--- src/rtl/pwm_shadow_ctrl.sv ---
// Shadow/active register set for a PWM carrier: host writes land in a shadow
// copy and are committed to the active set on masked, prescaled carrier events.
module pwm_shadow_ctrl #(
  parameter int PWMCOUNT_WIDTH = 16,
  parameter int EVTCOUNT_WIDTH = 4
) (
  input  logic                      clk,
  input  logic                      reset,
  input  logic                      pwm_en,
  input  logic                      int_en,
  input  logic                      cfg_valid,
  output logic                      cfg_ready,
  input  logic [PWMCOUNT_WIDTH-1:0] cfg_period,
  input  logic [PWMCOUNT_WIDTH-1:0] cfg_compare,
  input  logic [PWMCOUNT_WIDTH-1:0] cfg_initcarr,
  input  logic [1:0]                cfg_countmode,
  input  logic [1:0]                cfg_maskmode,
  input  logic [EVTCOUNT_WIDTH-1:0] cfg_eventcount,
  input  logic                      carr_min,
  input  logic                      carr_max,
  output logic [PWMCOUNT_WIDTH-1:0] act_period,
  output logic [PWMCOUNT_WIDTH-1:0] act_compare,
  output logic [PWMCOUNT_WIDTH-1:0] act_initcarr,
  output logic [1:0]                act_countmode,
  output logic                      act_carr_en,
  output logic                      pending,
  output logic                      commit,
  output logic                      interrupt
);

  // state  | meaning
  // IDLE   | no pending data
  // PEND   | shadow loaded, waiting for qualifying events
  // COMMIT | one cycle, shadow copied to active at its end
  typedef enum logic [1:0] {
    IDLE   = 2'd0,
    PEND   = 2'd1,
    COMMIT = 2'd2
  } state_t;

  localparam logic [1:0] MIN_MASK    = 2'd1;
  localparam logic [1:0] MAX_MASK    = 2'd2;
  localparam logic [1:0] MINMAX_MASK = 2'd3;

  state_t                    state;
  logic [EVTCOUNT_WIDTH-1:0] evt_cnt;
  logic [PWMCOUNT_WIDTH-1:0] sh_period;
  logic [PWMCOUNT_WIDTH-1:0] sh_compare;
  logic [PWMCOUNT_WIDTH-1:0] sh_initcarr;
  logic [1:0]                sh_countmode;
  logic [1:0]                sh_maskmode;
  logic [EVTCOUNT_WIDTH-1:0] sh_eventcount;
  logic                      xfer;
  logic                      qual;

  assign cfg_ready   = ~reset && (state != COMMIT);
  assign xfer        = cfg_valid && cfg_ready;
  assign pending     = (state == PEND);
  assign interrupt   = commit && int_en;
  assign act_carr_en = pwm_en && (act_period != '0);

  always_comb begin
    qual = 1'b1;
    case (sh_maskmode)
      MIN_MASK:    qual = carr_min;
      MAX_MASK:    qual = carr_max;
      MINMAX_MASK: qual = carr_min || carr_max;
      default:     qual = 1'b1;
    endcase
  end

  always_ff @(posedge clk) begin
    if (reset) begin
      state         <= IDLE;
      evt_cnt       <= '0;
      sh_period     <= '0;
      sh_compare    <= '0;
      sh_initcarr   <= '0;
      sh_countmode  <= '0;
      sh_maskmode   <= '0;
      sh_eventcount <= '0;
      act_period    <= '0;
      act_compare   <= '0;
      act_initcarr  <= '0;
      act_countmode <= '0;
      commit        <= 1'b0;
    end else begin
      commit <= 1'b0;
      // A write in the deciding PEND cycle still lands before the COMMIT copy.
      if (xfer) begin
        sh_period     <= cfg_period;
        sh_compare    <= cfg_compare;
        sh_initcarr   <= cfg_initcarr;
        sh_countmode  <= (cfg_countmode == 2'd3) ? 2'd0 : cfg_countmode;
        sh_maskmode   <= cfg_maskmode;
        sh_eventcount <= cfg_eventcount;
      end
      case (state)
        IDLE: begin
          if (xfer) state <= PEND;
        end
        PEND: begin
          if (!pwm_en) begin
            state   <= COMMIT;
            commit  <= 1'b1;
            evt_cnt <= '0;
          end else if (qual) begin
            if (evt_cnt == sh_eventcount) begin
              state   <= COMMIT;
              commit  <= 1'b1;
              evt_cnt <= '0;
            end else begin
              evt_cnt <= evt_cnt + EVTCOUNT_WIDTH'(1);
            end
          end
        end
        COMMIT: begin
          act_period    <= sh_period;
          act_compare   <= sh_compare;
          act_initcarr  <= sh_initcarr;
          act_countmode <= sh_countmode;
          state         <= IDLE;
        end
        default: state <= IDLE;
      endcase
    end
  end

endmodule

--- config.mk ---
export PLATFORM = sky130hd
export DESIGN_NAME = pwm_shadow_ctrl
export DESIGN_NICKNAME = d
export VERILOG_FILES = /design/src/rtl/pwm_shadow_ctrl.sv
export SDC_FILE = /design/constraint.sdc
export NUM_CORES = 1
export LEC_CHECK = 0
export ABC_AREA = 1
export CAP_MARGIN = 20
export CELL_PAD_IN_SITES_DETAIL_PLACEMENT = 1
export CELL_PAD_IN_SITES_GLOBAL_PLACEMENT = 1
export CORE_UTILIZATION = 33
export CTS_CLUSTER_SIZE = 24
export DETAILED_ROUTE_END_ITERATION = 10
export PLACE_DENSITY_LB_ADDON = 0.1
export SLEW_MARGIN = 0
export SYNTH_ARGS = -nofsm -noshare
export SYNTH_HDL_FRONTEND = slang
export SYNTH_SLANG_ARGS = --single-unit
export TNS_END_PERCENT = 100
--- constraint.sdc ---
create_clock -name clk -period 1.5 [get_ports clk]
set_input_delay 0.45 -clock clk [delete_from_list [all_inputs] [get_ports clk]]
set_output_delay 0.45 -clock clk [all_outputs]
set_load 0.02 [all_outputs]
==> out/results.md <==
## Outcome
• finished, violations left — outcome
• design-rule violations, negative setup slack — violations in the final reports

## Timing
• 1.72 ns — time the worst path needs with I/O delays and setup
• 0 — final hold violations
• 582 MHz — f_max
• 114% — fin crit share
• 0 — Max Transition Viols Final
• -0.217 ns — Final WS setup
• 0.470 ns — Final Hold Slack
• 0.470 ns — transition time of the tightest slew-check pin
• 0.00637 ns — Clock Skews
• 2 — final setup fails
• true — unrepaired setup endpoints after global routing
• 68.7% — relative max-transition margin

## Place
• 7290 um — post-detailed-placement half-perimeter wirelength
• 117 — count of input and output buffers
• 766 — Cell Count Post-Placement
• 0.744 — Final Wtd Congestion

## Setup path
• act_period[0] — source of the critical timing path
• 1.05 ns — Worst EP required
• sky130_fd_sc_hd__dfxtp_1 — highest-delay cell along the critical path
• 2 — crit path buf inv count
• state[0] — start of the worst register-to-register path
• register — element type at the critical path start
• inv_2 -> nand4_1 -> nor2_1 -> a21oi_1 -> buf_4 — cells traversed along the worst timing path
• flip-flops — cell class contributing the biggest share of worst-path delay
• 0.32 ns — maximum single-stage delay on the critical path
• 2 — highest fanout seen on the critical path
• 1.27 ns — data arrival time of the worst path
• output port — Critical Path Sink Type
• reg -> out — Worst Setup Path Type

## Clock network
• 0.41 ns — worst skew pair latency
• 113 — CTS Sinks
• 4 — maximum level of the CTS H-tree
• 17 — number of buffers inserted during clock tree synthesis
• 0 — hold buffers post-CTS
• yes — CTS tree
• 2 — buffer depth of the longest clock path
• sky130_fd_sc_hd__clkbuf_16 — root buffer cell
• 0.05 ns — Clock transition at path regs

## GRT
• 59 — largest net degree at the start of global routing
• 0 — number of antenna violations at the first check in global routing
• 4133 — via count of the first global-routing pass
• 0 — overflow left after global routing
• 19700 um — first-pass GRT wire length
• 20.2% — Overall Global Routing Usage

## Synthesis
• 0 — number of enable-type register cells in the synthesized netlist
• sky130_fd_sc_hd__dfxtp_1 57%, sky130_fd_sc_hd__nand2_1 13%, sky130_fd_sc_hd__a21oi_1 5.2% — top area cells in the synthesized netlist
• 0% — proportion of synthesized flip-flops having asynchronous set or reset
• 15.6% — compound-gate portion of the synthesized area
• 19.7% — basic-gate share of the synthesized area counting and, or, nand and nor cells
• simple AND/OR/NAND/NOR gates — dominant combinational cell family by area after synthesis
• 0 — Yosys Warn Count
• 0% — proportion of synthesized area in mux cells
• 556 — Synth Net Count
• sky130_fd_sc_hd__dfxtp_1 — cell taking the most area after synthesis
• 0.316% — adder-cell area share of the yosys netlist
• 492 — Gate Count Post-Synth
• 113 — number of synthesized register bits
• sky130_fd_sc_hd__dfxtp_1 — most common flop cell mapped by yosys
• 3950 sq um — synthesized area
• 0% — xor/xnor cell area share of the yosys netlist
• 57.2% — register area share after synthesis
• 57.2% — top-area cell type share of the netlist area
• 18 — count of distinct cell types in the synthesized netlist
• 8.04 sq um — average size of a mapped cell

## Floorplan
• 111 um — height of the chip
• 34.2% — starting density of the core
• 111 um — Horiz. Die Dim
• 39 — # rows
• 12400 sq um — Total Die Area
• 11600 sq um — Floorplan Core Area
• 118 — num ports

## Power and ir drop
• 1350 nW/um^2 — pwr/cell area
• 681 uV — IR drop worst, VDD
• 8.18 mW — sum of internal, switching and leakage power
• 2.58 nW — Lkg Pwr

## Layout
• 0 — Antenna diodes
• 1415 — Fillers
• 804 — count of non-filler cells in the finished layout
• 53.7% — area delta synth->final
• 712 — Net count, final
• 24.1% — share of cells above drive strength 1

## Hold path
• reg -> reg — kind of path behind the tightest hold check
• sh_period[15] — hold path startpoint

## Job
• 0 — Max-Cap Viols

## Routing
• 7 — length of the first detailed-routing pass in iterations
• 125 — initial DRC count
• 3795 — number of vias in the routed layout
• 0 — Post-DRT Antenna Nets
• 14.4 um — Routed WL per cell
• 8 — drt drc
• 11600 um — Total Wirelength
• 4.72 — vias per inst

[sequential cells by signal, summed over array words and instances, names as in the netlist]
signal / flops
sh_compare: 16
act_compare: 16
commit: 1
state: 2
sh_period: 16
evt_cnt: 4
sh_eventcount: 4
sh_maskmode: 2
sh_initcarr: 16
act_initcarr: 16
act_countmode: 2
act_period: 16
sh_countmode: 2
[per-stage QoR]
step                      utilization [%]  instance area [sq um]  worst slack [ns]  TNS [ns]
after floorplan                         -                   3960            0.0271         0
after global placement               47.5                   5500            -0.655    -50.73
after detailed placement             47.5                   5500            -0.659    -53.64
after CTS                            53.3                   6170            -0.263    -0.407
after global routing                 52.5                   6080            -0.296    -0.434
final                                52.5                   6080            -0.217    -0.273
[path summary, 6_finish.rpt]
path,to,slack (ns),cells after the start
min,act_period[15],0.47,2
max reg2reg,state[0],0.09,9
max,act_carr_en,-0.22,5
min reg2reg,act_period[15],0.47,2
[cell usage after synthesis, types with 2 or more instances]
| cell type | n |
|---|---|
| sky130_fd_sc_hd__nand2_1 | 133 |
| sky130_fd_sc_hd__dfxtp_1 | 113 |
| sky130_fd_sc_hd__nor2_1 | 48 |
| sky130_fd_sc_hd__a21oi_1 | 41 |
| sky130_fd_sc_hd__inv_1 | 35 |
| sky130_fd_sc_hd__o21ai_1 | 30 |
| sky130_fd_sc_hd__o21ai_0 | 28 |
| sky130_fd_sc_hd__buf_2 | 20 |
| sky130_fd_sc_hd__a22oi_1 | 16 |
| sky130_fd_sc_hd__nand3_1 | 7 |
| sky130_fd_sc_hd__clkbuf_1 | 6 |
| sky130_fd_sc_hd__nand4_1 | 6 |
| sky130_fd_sc_hd__buf_6 | 2 |
| sky130_fd_sc_hd__inv_2 | 2 |
| sky130_fd_sc_hd__nor3_1 | 2 |
[routing by layer]
layer | vias to the layer above | wire, um | track usage, %
met5 | - | 0 | 0
met4 | 0 | 99 | 8.02
met3 | 7 | 558 | 6.04
met2 | 82 | 5800 | 35.0
met1 | 1797 | 5130 | 23.4
li1 | 1909 | - | -
[cells in the final DEF (no fill, tap or decap), types with 23 or more instances in the layout]
| cell type | synthesis | routed |
|---|---|---|
| sky130_fd_sc_hd__clkdlybuf4s50_1 | 0 | 60 |
| sky130_fd_sc_hd__buf_4 | 0 | 42 |
| sky130_fd_sc_hd__inv_1 | 35 | 24 |
| sky130_fd_sc_hd__nand2_1 | 133 | 132 |
| sky130_fd_sc_hd__o21ai_0 | 28 | 23 |
| sky130_fd_sc_hd__nor2_1 | 48 | 46 |
| sky130_fd_sc_hd__dfxtp_1 | 113 | 104 |
| sky130_fd_sc_hd__o21ai_1 | 30 | 35 |
| sky130_fd_sc_hd__buf_2 | 20 | 31 |
| sky130_fd_sc_hd__a21oi_1 | 41 | 41 |
[final cells by class]
| type | instances | area, sq um | area share [%] |
|---|---|---|---|
| Sequential cell | 113 | 2270 | 37.4 |
| Timing Repair Buffer | 165 | 1460 | 24.1 |
| Multi-Input combinational cell | 314 | 1430 | 23.5 |
| Clock buffer | 21 | 450 | 7.41 |
| Tap cell | 143 | 179 | 2.94 |
| Inverter | 37 | 144 | 2.37 |
| Clock inverter | 11 | 138 | 2.26 |
[report_power, final]
group	total (mW)	leakage [nW]	switching, mW	internal (mW)
clock	4.00	0.283	1.37	2.63
combinational	0.919	1.37	0.479	0.440
sequential	3.26	0.929	0.0750	3.19
total	8.18	2.58	1.92	6.26
[cell families (layout without fill, tap and decap cells)]
family,after synthesis,count (layout)
AO/OA/AOI/OAI,115,115
flip-flops,113,113
adder cells (fa/ha/maj),1,1
buffers and inverters,65,234
AND/OR/NAND/NOR,198,198
[repair_timing]
item,4_1_cts,5_1_grt
setup endpoints to repair,141,78
gates cloned,1,0
buffers inserted,4,1
resized for setup,216,36
pin swaps,7,5
[worst min-delay path, stage by stage (launching register included)]
cell and delay [ns]:
sky130_fd_sc_hd__dfxtp_1 0.29, sky130_fd_sc_hd__nand2_1 0.07, sky130_fd_sc_hd__a22oi_1 0.06
No activity file was read; power rests on OpenSTA's default activity.
